===== config.mk =====
export PLATFORM = sky130hd
export DESIGN_NAME = muldiv_ctrl_flat
export DESIGN_NICKNAME = d
export VERILOG_FILES = /design/src/rtl/muldiv_ctrl_if.sv /design/src/rtl/muldiv_ctrl.sv /design/src/flat_wrapper.sv
export SDC_FILE = /design/constraint.sdc
export NUM_CORES = 1
export LEC_CHECK = 0
export CELL_PAD_IN_SITES_DETAIL_PLACEMENT = 1
export CELL_PAD_IN_SITES_GLOBAL_PLACEMENT = 2
export CORE_ASPECT_RATIO = 0.9
export CORE_MARGIN = 2
export CORE_UTILIZATION = 23
export CTS_CLUSTER_DIAMETER = 120
export DETAILED_ROUTE_END_ITERATION = 10
export GPL_TIMING_DRIVEN = 0
export HOLD_SLACK_MARGIN = 0.03
export PLACE_DENSITY = 0.77
export SLEW_MARGIN = 20
export SYNTH_ARGS = -nofsm -noshare
export SYNTH_HDL_FRONTEND = slang
export SYNTH_SLANG_ARGS = --single-unit

===== constraint.sdc =====
create_clock -name clk -period 3.22 [get_ports clk]
set_input_delay 0.966 -clock clk [delete_from_list [all_inputs] [get_ports clk]]
set_output_delay 0.966 -clock clk [all_outputs]
set_load 0.005 [all_outputs]

===== src/rtl/muldiv_ctrl_if.sv =====
// muldiv_ctrl_if: bundles the pipeline-side request/response handshake and the
// unit-side start/kill/done signals of the mul/div execute-stage sequencer.
//   slave  : controller view (muldiv_ctrl)
//   master : environment view (pipeline + iterative units)
interface muldiv_ctrl_if;
  logic        flush;
  logic        req_valid;
  logic        req_ready;
  logic [2:0]  req_op;
  logic [63:0] req_a;
  logic [63:0] req_b;
  logic        resp_valid;
  logic        resp_ready;
  logic [63:0] resp_data;
  logic        resp_err;
  logic        mul_start;
  logic        div_start;
  logic        unit_kill;
  logic [2:0]  unit_op;
  logic [63:0] unit_a;
  logic [63:0] unit_b;
  logic        mul_done;
  logic        div_done;
  logic [63:0] mul_res;
  logic [63:0] div_res;
  logic [31:0] busy_cycles;

  modport slave (
    input  flush, req_valid, req_op, req_a, req_b, resp_ready,
           mul_done, div_done, mul_res, div_res,
    output req_ready, resp_valid, resp_data, resp_err,
           mul_start, div_start, unit_kill, unit_op, unit_a, unit_b, busy_cycles
  );

  modport master (
    output flush, req_valid, req_op, req_a, req_b, resp_ready,
           mul_done, div_done, mul_res, div_res,
    input  req_ready, resp_valid, resp_data, resp_err,
           mul_start, div_start, unit_kill, unit_op, unit_a, unit_b, busy_cycles
  );
endinterface


===== src/rtl/muldiv_ctrl.sv =====
// muldiv_ctrl: execute-stage sequencer for the iterative multiplier/divider.
// Accepts one op per req handshake, latches op/operands onto unit_op/a/b, pulses the
// matching start, waits for done (ignoring done in the start cycle), and holds the
// result until the pipeline takes it. Divide-by-zero is answered locally. A watchdog
// aborts a unit that runs TIMEOUT busy cycles; flush aborts anything in flight.
// Ports:
//   clk, reset : clock, synchronous active-high reset
//   bus        : muldiv_ctrl_if.slave (request, response, unit control, busy_cycles)
module muldiv_ctrl #(
  parameter int unsigned TIMEOUT = 200
) (
  input  logic          clk,
  input  logic          reset,
  muldiv_ctrl_if.slave  bus
);

  typedef enum logic [1:0] {S_IDLE, S_MUL_BUSY, S_DIV_BUSY, S_HOLD} state_t;

  localparam logic [31:0] WD_LAST = 32'(TIMEOUT - 1);

  state_t      state_q, state_d;
  logic        first_q, first_d;     // first BUSY cycle: start pulse, done ignored
  logic [31:0] wd_q, wd_d;           // busy cycles already spent on this op
  logic [63:0] resp_data_q, resp_data_d;
  logic        resp_err_q, resp_err_d;
  logic [2:0]  op_q, op_d;
  logic [63:0] a_q, a_d;
  logic [63:0] b_q, b_d;
  logic [31:0] busy_q, busy_d;
  logic        mul_start_c, div_start_c, kill_c;
  logic        in_busy, unit_done, accept;
  logic [63:0] unit_res;

  // Ops 6/7 are word ops: only the low 32 bits of the divisor matter.
  function automatic logic div_by_zero(input logic [2:0] op, input logic [63:0] b);
    if (op < 3'd2)  return 1'b0;
    if (op >= 3'd6) return (b[31:0] == 32'd0);
    return (b == 64'd0);
  endfunction

  function automatic logic [63:0] dz_result(input logic [2:0] op, input logic [63:0] a);
    case (op)
      3'd4, 3'd5: return a;
      3'd7:       return {{32{a[31]}}, a[31:0]};
      default:    return '1;
    endcase
  endfunction

  assign in_busy   = (state_q == S_MUL_BUSY) || (state_q == S_DIV_BUSY);
  assign unit_done = (state_q == S_MUL_BUSY) ? bus.mul_done : bus.div_done;
  assign unit_res  = (state_q == S_MUL_BUSY) ? bus.mul_res  : bus.div_res;
  assign accept    = bus.req_valid && bus.req_ready;

  always_comb begin
    state_d     = state_q;
    first_d     = 1'b0;
    wd_d        = wd_q;
    resp_data_d = resp_data_q;
    resp_err_d  = resp_err_q;
    op_d        = op_q;
    a_d         = a_q;
    b_d         = b_q;
    busy_d      = (in_busy && (busy_q != '1)) ? busy_q + 32'd1 : busy_q;
    mul_start_c = 1'b0;
    div_start_c = 1'b0;
    kill_c      = 1'b0;

    case (state_q)
      S_IDLE: begin
        if (accept) begin
          op_d       = bus.req_op;
          a_d        = bus.req_a;
          b_d        = bus.req_b;
          wd_d       = '0;
          resp_err_d = 1'b0;
          if (bus.req_op <= 3'd1) begin
            state_d = S_MUL_BUSY;
            first_d = 1'b1;
          end else if (div_by_zero(bus.req_op, bus.req_b)) begin
            state_d     = S_HOLD;
            resp_data_d = dz_result(bus.req_op, bus.req_a);
          end else begin
            state_d = S_DIV_BUSY;
            first_d = 1'b1;
          end
        end
      end
      S_MUL_BUSY, S_DIV_BUSY: begin
        wd_d        = wd_q + 32'd1;
        mul_start_c = first_q && (state_q == S_MUL_BUSY);
        div_start_c = first_q && (state_q == S_DIV_BUSY);
        // A real result beats the watchdog if both land in the same cycle.
        if (!first_q && unit_done) begin
          resp_data_d = unit_res;
          state_d     = S_HOLD;
        end else if (wd_q == WD_LAST) begin
          kill_c      = 1'b1;
          resp_data_d = '0;
          resp_err_d  = 1'b1;
          state_d     = S_HOLD;
        end
      end
      S_HOLD: begin
        if (bus.resp_ready) begin
          state_d    = S_IDLE;
          resp_err_d = 1'b0;
        end
      end
      default: state_d = S_IDLE;
    endcase

    // Flush overrides everything: no start, result discarded, unit aborted.
    if (bus.flush) begin
      state_d     = S_IDLE;
      first_d     = 1'b0;
      resp_err_d  = 1'b0;
      resp_data_d = resp_data_q;
      mul_start_c = 1'b0;
      div_start_c = 1'b0;
      kill_c      = in_busy;
    end

    // The reset cycle never emits unit pulses.
    if (reset) begin
      mul_start_c = 1'b0;
      div_start_c = 1'b0;
      kill_c      = 1'b0;
    end
  end

  always_ff @(posedge clk) begin
    if (reset) begin
      state_q     <= S_IDLE;
      first_q     <= 1'b0;
      wd_q        <= '0;
      resp_data_q <= '0;
      resp_err_q  <= 1'b0;
      op_q        <= '0;
      a_q         <= '0;
      b_q         <= '0;
      busy_q      <= '0;
    end else begin
      state_q     <= state_d;
      first_q     <= first_d;
      wd_q        <= wd_d;
      resp_data_q <= resp_data_d;
      resp_err_q  <= resp_err_d;
      op_q        <= op_d;
      a_q         <= a_d;
      b_q         <= b_d;
      busy_q      <= busy_d;
    end
  end

  assign bus.req_ready   = (state_q == S_IDLE) && !bus.flush;
  assign bus.resp_valid  = (state_q == S_HOLD);
  assign bus.resp_data   = resp_data_q;
  assign bus.resp_err    = resp_err_q;
  assign bus.mul_start   = mul_start_c;
  assign bus.div_start   = div_start_c;
  assign bus.unit_kill   = kill_c;
  assign bus.unit_op     = op_q;
  assign bus.unit_a      = a_q;
  assign bus.unit_b      = b_q;
  assign bus.busy_cycles = busy_q;

endmodule

===== src/flat_wrapper.sv =====
// flat-port wrapper written by rule: the top's interface ports become plain ports
module muldiv_ctrl_flat 
#(
  parameter int unsigned TIMEOUT = 200
)
  (clk, reset, bus_flush, bus_req_valid, bus_req_op, bus_req_a, bus_req_b, bus_resp_ready, bus_mul_done, bus_div_done, bus_mul_res, bus_div_res, bus_req_ready, bus_resp_valid, bus_resp_data, bus_resp_err, bus_mul_start, bus_div_start, bus_unit_kill, bus_unit_op, bus_unit_a, bus_unit_b, bus_busy_cycles);
  muldiv_ctrl_if bus_i ();
  input  logic clk;
  input  logic reset;
  input wire logic [$bits(bus_i.flush)-1:0] bus_flush;
  input wire logic [$bits(bus_i.req_valid)-1:0] bus_req_valid;
  input wire logic [$bits(bus_i.req_op)-1:0] bus_req_op;
  input wire logic [$bits(bus_i.req_a)-1:0] bus_req_a;
  input wire logic [$bits(bus_i.req_b)-1:0] bus_req_b;
  input wire logic [$bits(bus_i.resp_ready)-1:0] bus_resp_ready;
  input wire logic [$bits(bus_i.mul_done)-1:0] bus_mul_done;
  input wire logic [$bits(bus_i.div_done)-1:0] bus_div_done;
  input wire logic [$bits(bus_i.mul_res)-1:0] bus_mul_res;
  input wire logic [$bits(bus_i.div_res)-1:0] bus_div_res;
  output wire logic [$bits(bus_i.req_ready)-1:0] bus_req_ready;
  output wire logic [$bits(bus_i.resp_valid)-1:0] bus_resp_valid;
  output wire logic [$bits(bus_i.resp_data)-1:0] bus_resp_data;
  output wire logic [$bits(bus_i.resp_err)-1:0] bus_resp_err;
  output wire logic [$bits(bus_i.mul_start)-1:0] bus_mul_start;
  output wire logic [$bits(bus_i.div_start)-1:0] bus_div_start;
  output wire logic [$bits(bus_i.unit_kill)-1:0] bus_unit_kill;
  output wire logic [$bits(bus_i.unit_op)-1:0] bus_unit_op;
  output wire logic [$bits(bus_i.unit_a)-1:0] bus_unit_a;
  output wire logic [$bits(bus_i.unit_b)-1:0] bus_unit_b;
  output wire logic [$bits(bus_i.busy_cycles)-1:0] bus_busy_cycles;
  assign bus_i.flush = bus_flush;
  assign bus_i.req_valid = bus_req_valid;
  assign bus_i.req_op = bus_req_op;
  assign bus_i.req_a = bus_req_a;
  assign bus_i.req_b = bus_req_b;
  assign bus_i.resp_ready = bus_resp_ready;
  assign bus_i.mul_done = bus_mul_done;
  assign bus_i.div_done = bus_div_done;
  assign bus_i.mul_res = bus_mul_res;
  assign bus_i.div_res = bus_div_res;
  assign bus_req_ready = bus_i.req_ready;
  assign bus_resp_valid = bus_i.resp_valid;
  assign bus_resp_data = bus_i.resp_data;
  assign bus_resp_err = bus_i.resp_err;
  assign bus_mul_start = bus_i.mul_start;
  assign bus_div_start = bus_i.div_start;
  assign bus_unit_kill = bus_i.unit_kill;
  assign bus_unit_op = bus_i.unit_op;
  assign bus_unit_a = bus_i.unit_a;
  assign bus_unit_b = bus_i.unit_b;
  assign bus_busy_cycles = bus_i.busy_cycles;
  muldiv_ctrl #(.TIMEOUT(TIMEOUT)) u_core (.clk(clk), .reset(reset), .bus(bus_i));
endmodule

-- Word-level counts from Yosys, hierarchy flattened
Index checks and enable logic that the tools add are counted.
- bits in registers: 263
- input bits: 266
- output and inout bits: 233
- logic and storage cells: 106
- $add $sub $neg: 2
- $lt $le $gt $ge: 3
- eq/ne operators: 15
- mux-type cells: 52
- bitwise gates (word level): 3
- reduce and logical (&&, ||, !) cells: 22
- operators with widths (kind ; number):
    two-way mux 64 bit ; 6
    case mux 64 bit (2 select lines) ; 2
    adder 32 x 1 -> 32 bit (second input constant) ; 2
    zero test 64 bit ; 1
    case mux 32 bit (2 select lines) ; 1
    two-way mux 1 bit ; 35
    equality test 32 x 8 -> 1 bit (second input constant) ; 1
    zero test 32 bit ; 1
    two-way mux 32 bit ; 1
    inequality test 32 bit (second input constant) ; 1
    two-way mux 2 bit ; 5
    equality test 3 bit (second input constant) ; 3
    logical AND 1 bit ; 6
    inequality test 2 x 1 -> 1 bit (second input constant) ; 3
    inequality test 2 bit (second input constant) ; 3
    case mux 2 bit (3 select lines) ; 1
    AND reduction 6 bit ; 1
    OR reduction 2 bit ; 3
    equality test 2 bit (second input constant) ; 2
    AND reduction 2 bit ; 2
    AND reduction 4 bit ; 1
    OR reduction 4 bit ; 1
    >= comparator 3 bit (second input constant) ; 1
    less-or-equal comparator 3 x 1 -> 1 bit (second input constant) ; 1
    10 further kinds ; 13

-- Depth between registers and ports, before layout
- depth in word-level cells: 18
- gate-level depth with buffers: 12
- gate-level depth less buffers: 8

-- Worst setup path after synthesis
Ideal clock, no wire load.
- path type: input to output
- start: input bus_mul_done
- end: output bus_unit_kill
- arrival: 1986 ps
- data required time: 2254 ps
- path slack: 268 ps
- stages on the path: 6
- buffers on the path: 2
- cell sequence: mux2i_1 > or2_1 > clkbuf_1 > clkbuf_1 > nand2_1 > a211oi_1
- cells in the longest elaborated chain, start to end: 6
- RTL lines (item ; RTL line ; text):
    start: declaration ; flat_wrapper.sv:16 ; input wire logic [$bits(bus_i.mul_done)-1:0] bus_mul_done;
    two-way mux 1 bit ; muldiv_ctrl.sv:50 ; assign unit_done = (state_q == S_MUL_BUSY) ? bus.mul_done : bus.div_done;
    logical AND 1 bit ; muldiv_ctrl.sv:93 ; if (!first_q && unit_done) begin
    two-way mux 1 bit ; muldiv_ctrl.sv:93 ;
    two-way mux 1 bit ; muldiv_ctrl.sv:68 ; case (state_q)
    two-way mux 1 bit ; muldiv_ctrl.sv:113 ; if (bus.flush) begin
    two-way mux 1 bit ; muldiv_ctrl.sv:124 ; if (reset) begin
    end: declaration ; flat_wrapper.sv:26 ; output wire logic [$bits(bus_i.unit_kill)-1:0] bus_unit_kill;
Every way passes these cells.

-- Worst setup path in the final report
- start: input reset
- end: output bus_div_start
- cells in the longest elaborated chain, start to end: 1
- RTL lines (item ; RTL line ; text):
    start: declaration ; flat_wrapper.sv:9 ; input logic reset;
    two-way mux 1 bit ; muldiv_ctrl.sv:124 ;
    end: declaration ; flat_wrapper.sv:25 ; output wire logic [$bits(bus_i.div_start)-1:0] bus_div_start;
Every way passes these cells.

==> summary.md <==
| Metric | Value |
|---|---|
| DRC viols | 0 |
| Clk_skew | 21.58 ps |
| Hold_buf cts | 0 |
| Seq/Total Area, Yosys | 44.08% |
| Final min period | 3157 ps |
| Io pins | 499 |
| Crit start category | input port |
| Syn Area/Cell | 7.842 um^2 |
| Status | complete, no violations |
| Layout area overhead | 60.41% |
| Compound-gate portion of the synthesized area | 14.64% |
| CP required | 2250 ps |
| Core ar. | 0.05150 mm^2 |
| Worst Tran Pin Value | 993.7 ps |
| EDFF count, synth | 0 |
| Critical path class | in -> out |
| Post-Synth XOR/XNOR Area | 3.886% |
| Via count | 13.26k |
| Max-slew headroom | 33.31% |
| Largest family of logic cells by synthesized area | simple AND/OR/NAND/NOR gates |
| Placed Instance Area | 0.01780 mm^2 |
| GR Overflow Total | 0 |
| Max-slew violations | 0 |
| Fin area | 0.01916 mm^2 |
| Clock Path Buffers | 3 |
| Largest net degree at the start of global routing | 20 |
| DRT Pass-1 Iters | 5 |
| Max-Cap Viols | 0 |
| Cells after Synth | 1,523 |
| Leakage | 6.319 nW |
| Peak supply drop | 310.8 uV |
| Floorplan row count | 79 |
| Yosys warns | 0 |
| Netlist cell types | 53 |
| Synthesized cell area | 0.01194 mm^2 |
| Slowest CP cell | clkdlybuf4s50_1 |
| Vias per cell | 4.781 |
| Min-delay worst type | reg -> reg |
| Starting density of the core | 23.19% |
| Max H-tree Level | 2 |
| NumNets Final | 2,330 |
| Clk slew on worst S/H paths | 50 ps |
| Asr flop ratio synth | 0% |
| Fillers | 6,119 |
| Synth Net Count | 1,795 |
| Crit path capture type | output port |
| Number of global-route vias before repair | 13.97k |
| Crit-path cells | clkdlybuf4s50_1 -> clkbuf_8 -> nor2_4 -> and4_4 -> dlygate4sd2_1 |
| Total CTS buffers | 35 |
| Pwr/cell area | 461.3 mW/mm^2 |
| Most used DFF post-synth | dfxtp_1 |
| Post-placement cell count | 2,710 |
| Final hold violation count | 0 |
| CTS tree | built |
| Unrepaired setup endpoints after global routing | no |
| Top fanout value on the critical path | 3 |
| Initial DRC count | 478 |
| Arr. time, crit path | 2190 ps |
| CTS sink count | 263 |
| #FFs+latches synth | 263 |
| Die H | 220.2 um |
| Period utilization | 98.03% |
| Gpl congestion | 0.8734 |
| Adder-cell area share of the yosys netlist | 0.6285% |
| Post-Layout Cell Count | 2,773 |
| Crit-path max cell delay | 440 ps |
| Post-DP HPWL | 48,520 um |
| Final WL | 61,220 um |
| Post-Synth Simple-Gate Area | 26.68% |
| First-pass GRT wire length | 89,870 um |
| Ratio of cells with drive above 1 in the final layout | 5.670% |
| Root buf cell | clkbuf_16 |
| Routed len/inst | 22.08 um |
| Final setup viols | 0 |
| Clk Latency, worst-skew pair | 540 ps |
| Die Wd | 244.2 um |
| Die Area | 0.05377 mm^2 |
| Gr usage total | 22.20% |
| PortBufs | 498 |
| Initial antenna violation count | 7 |
| Multiplexer share of the synthesized area | 5.531% |
| Post-layout util | 37.20% |
| FMAX | 316.8 MHz |
| Final antenna-violating net count | 0 |
[metrics by stage]
| stage | TNS [ps] | setup slack [ps] | hold WS [ps] | power, W |
|---|---|---|---|---|
| 5_1_grt | 0 | 0.2232 | 473.8 | 0.009206 |
| 2_1_floorplan | 0 | 267.8 | 452.7 | 0.003958 |
| 3_5_place_dp | -111040 | -1579 | 448.9 | 0.004838 |
| 4_1_cts | 0 | 9.828 | 457.2 | 0.008965 |
| 3_3_place_gp | -135310 | -1595 | 440.7 | 0.004818 |
| 6_report | 0 | 63.41 | 453.5 | 0.008839 |
[layout make-up]
cell class,count,area [um^2],area share [%]
diodes,4,10.01,0.05224
plain buffers,117,538.0,2.808
clock buffers,55,1084,5.655
clock inverters,5,100.1,0.5224
inverters,10,37.54,0.1959
multi-input cells,1128,6243,32.59
flip-flops and latches,263,5270,27.51
well taps,688,860.8,4.493
repair buffers,503,5016,26.18
[final timing paths]
kind / start / to / slack [ps] / cells after the start
worst max-delay path: reset / bus_div_start / 60 / 5
worst min-delay path: u_core.bus.unit_a[53] / u_core.bus.unit_a[53] / 450 / 2
worst max register to register: u_core.state_q[0] / u_core.bus.resp_data[14] / 380 / 11
worst min register to register: u_core.bus.unit_a[53] / u_core.bus.unit_a[53] / 450 / 2
[cell usage after synthesis (22+ instances only)]
cell	instances	share of area, %
o22ai_1	32	1.7
nand3_1	23	0.96
dfxtp_1	263	44
or3_1	41	2.1
nor3_1	75	3.1
xor2_1	38	2.8
nor2_1	103	3.2
nand4_1	55	2.9
clkbuf_1	90	2.8
nand2_1	292	9.2
mux2i_1	66	5.5
a21oi_1	208	8.7
nor4_1	22	1.2
o21ai_0	76	3.2
[logic make-up (layout without fill, tap and decap cells)]
logic type,Yosys count,in the layout
and+or+nand+nor,672,672
AOI/OAI and AO/OA,331,331
DFF,263,263
buffers and inverters,132,690
muxes,66,66
xor gates and xnor gates,53,53
adders and majority gates,6,6
other,0,4
[worst max-delay path, delay by kind of cell]
family | cells | cell delay, ps
buf+inv | 3 | 860
simple gates | 2 | 360
[cell usage in the layout, fill, tap and decap left out, types with 4 or more instances in the layout]
master           count
nor3_1              75
and2_1               7
buf_2               13
clkbuf_16           37
o21ai_0             74
o22ai_1             32
nor2b_1              5
dlygate4sd2_1        4
xor2_1              38
nand3_2              8
and3_1              15
mux2i_1             65
xnor2_1             15
nor4_1              20
inv_1               10
buf_4               10
dfxtp_1            259
dfxtp_2              4
nand2_1            292
clkbuf_8            13
a21oi_1            208
nor2_1             100
or3_1               41
nand4_1             55
nand3_1             23
diode_2              4
clkbuf_1            91
buf_1                9
clkdlybuf4s50_1    493
[per-layer routing]
| layer | track usage (%) | wire length, um | vias to the layer above |
|---|---|---|---|
| li1 | - | - | 6384 |
| met1 | 27.14 | 26060 | 6415 |
| met2 | 37.77 | 29140 | 389 |
| met3 | 7.022 | 4703 | 65 |
| met4 | 5.874 | 1275 | 6 |
| met5 | 0 | 38 | - |
[state kept, by name, indices dropped and copies added, names as in the netlist]
signal / cells
u_core.bus.resp_err: 1
u_core.bus.unit_a: 64
u_core.bus.resp_data: 64
u_core.wd_q: 32
u_core.first_q: 1
u_core.bus.unit_b: 64
u_core.bus.busy_cycles: 32
u_core.bus.unit_op: 3
u_core.state_q: 2
[report_power, final]
part           internal (W)  switching, W
combinational      0.000653      0.000705
sequential          0.00336     0.0000619
clock               0.00254       0.00152
total               0.00655       0.00229
[repair_timing]
| item | CTS | global route |
|---|---|---|
| setup endpoints to repair | 54 | 32 |
| setup buffers | 4 | 0 |
| pin swaps | 4 | 1 |
| resized for setup | 43 | 10 |
Power figures use the tool's default switching activity.
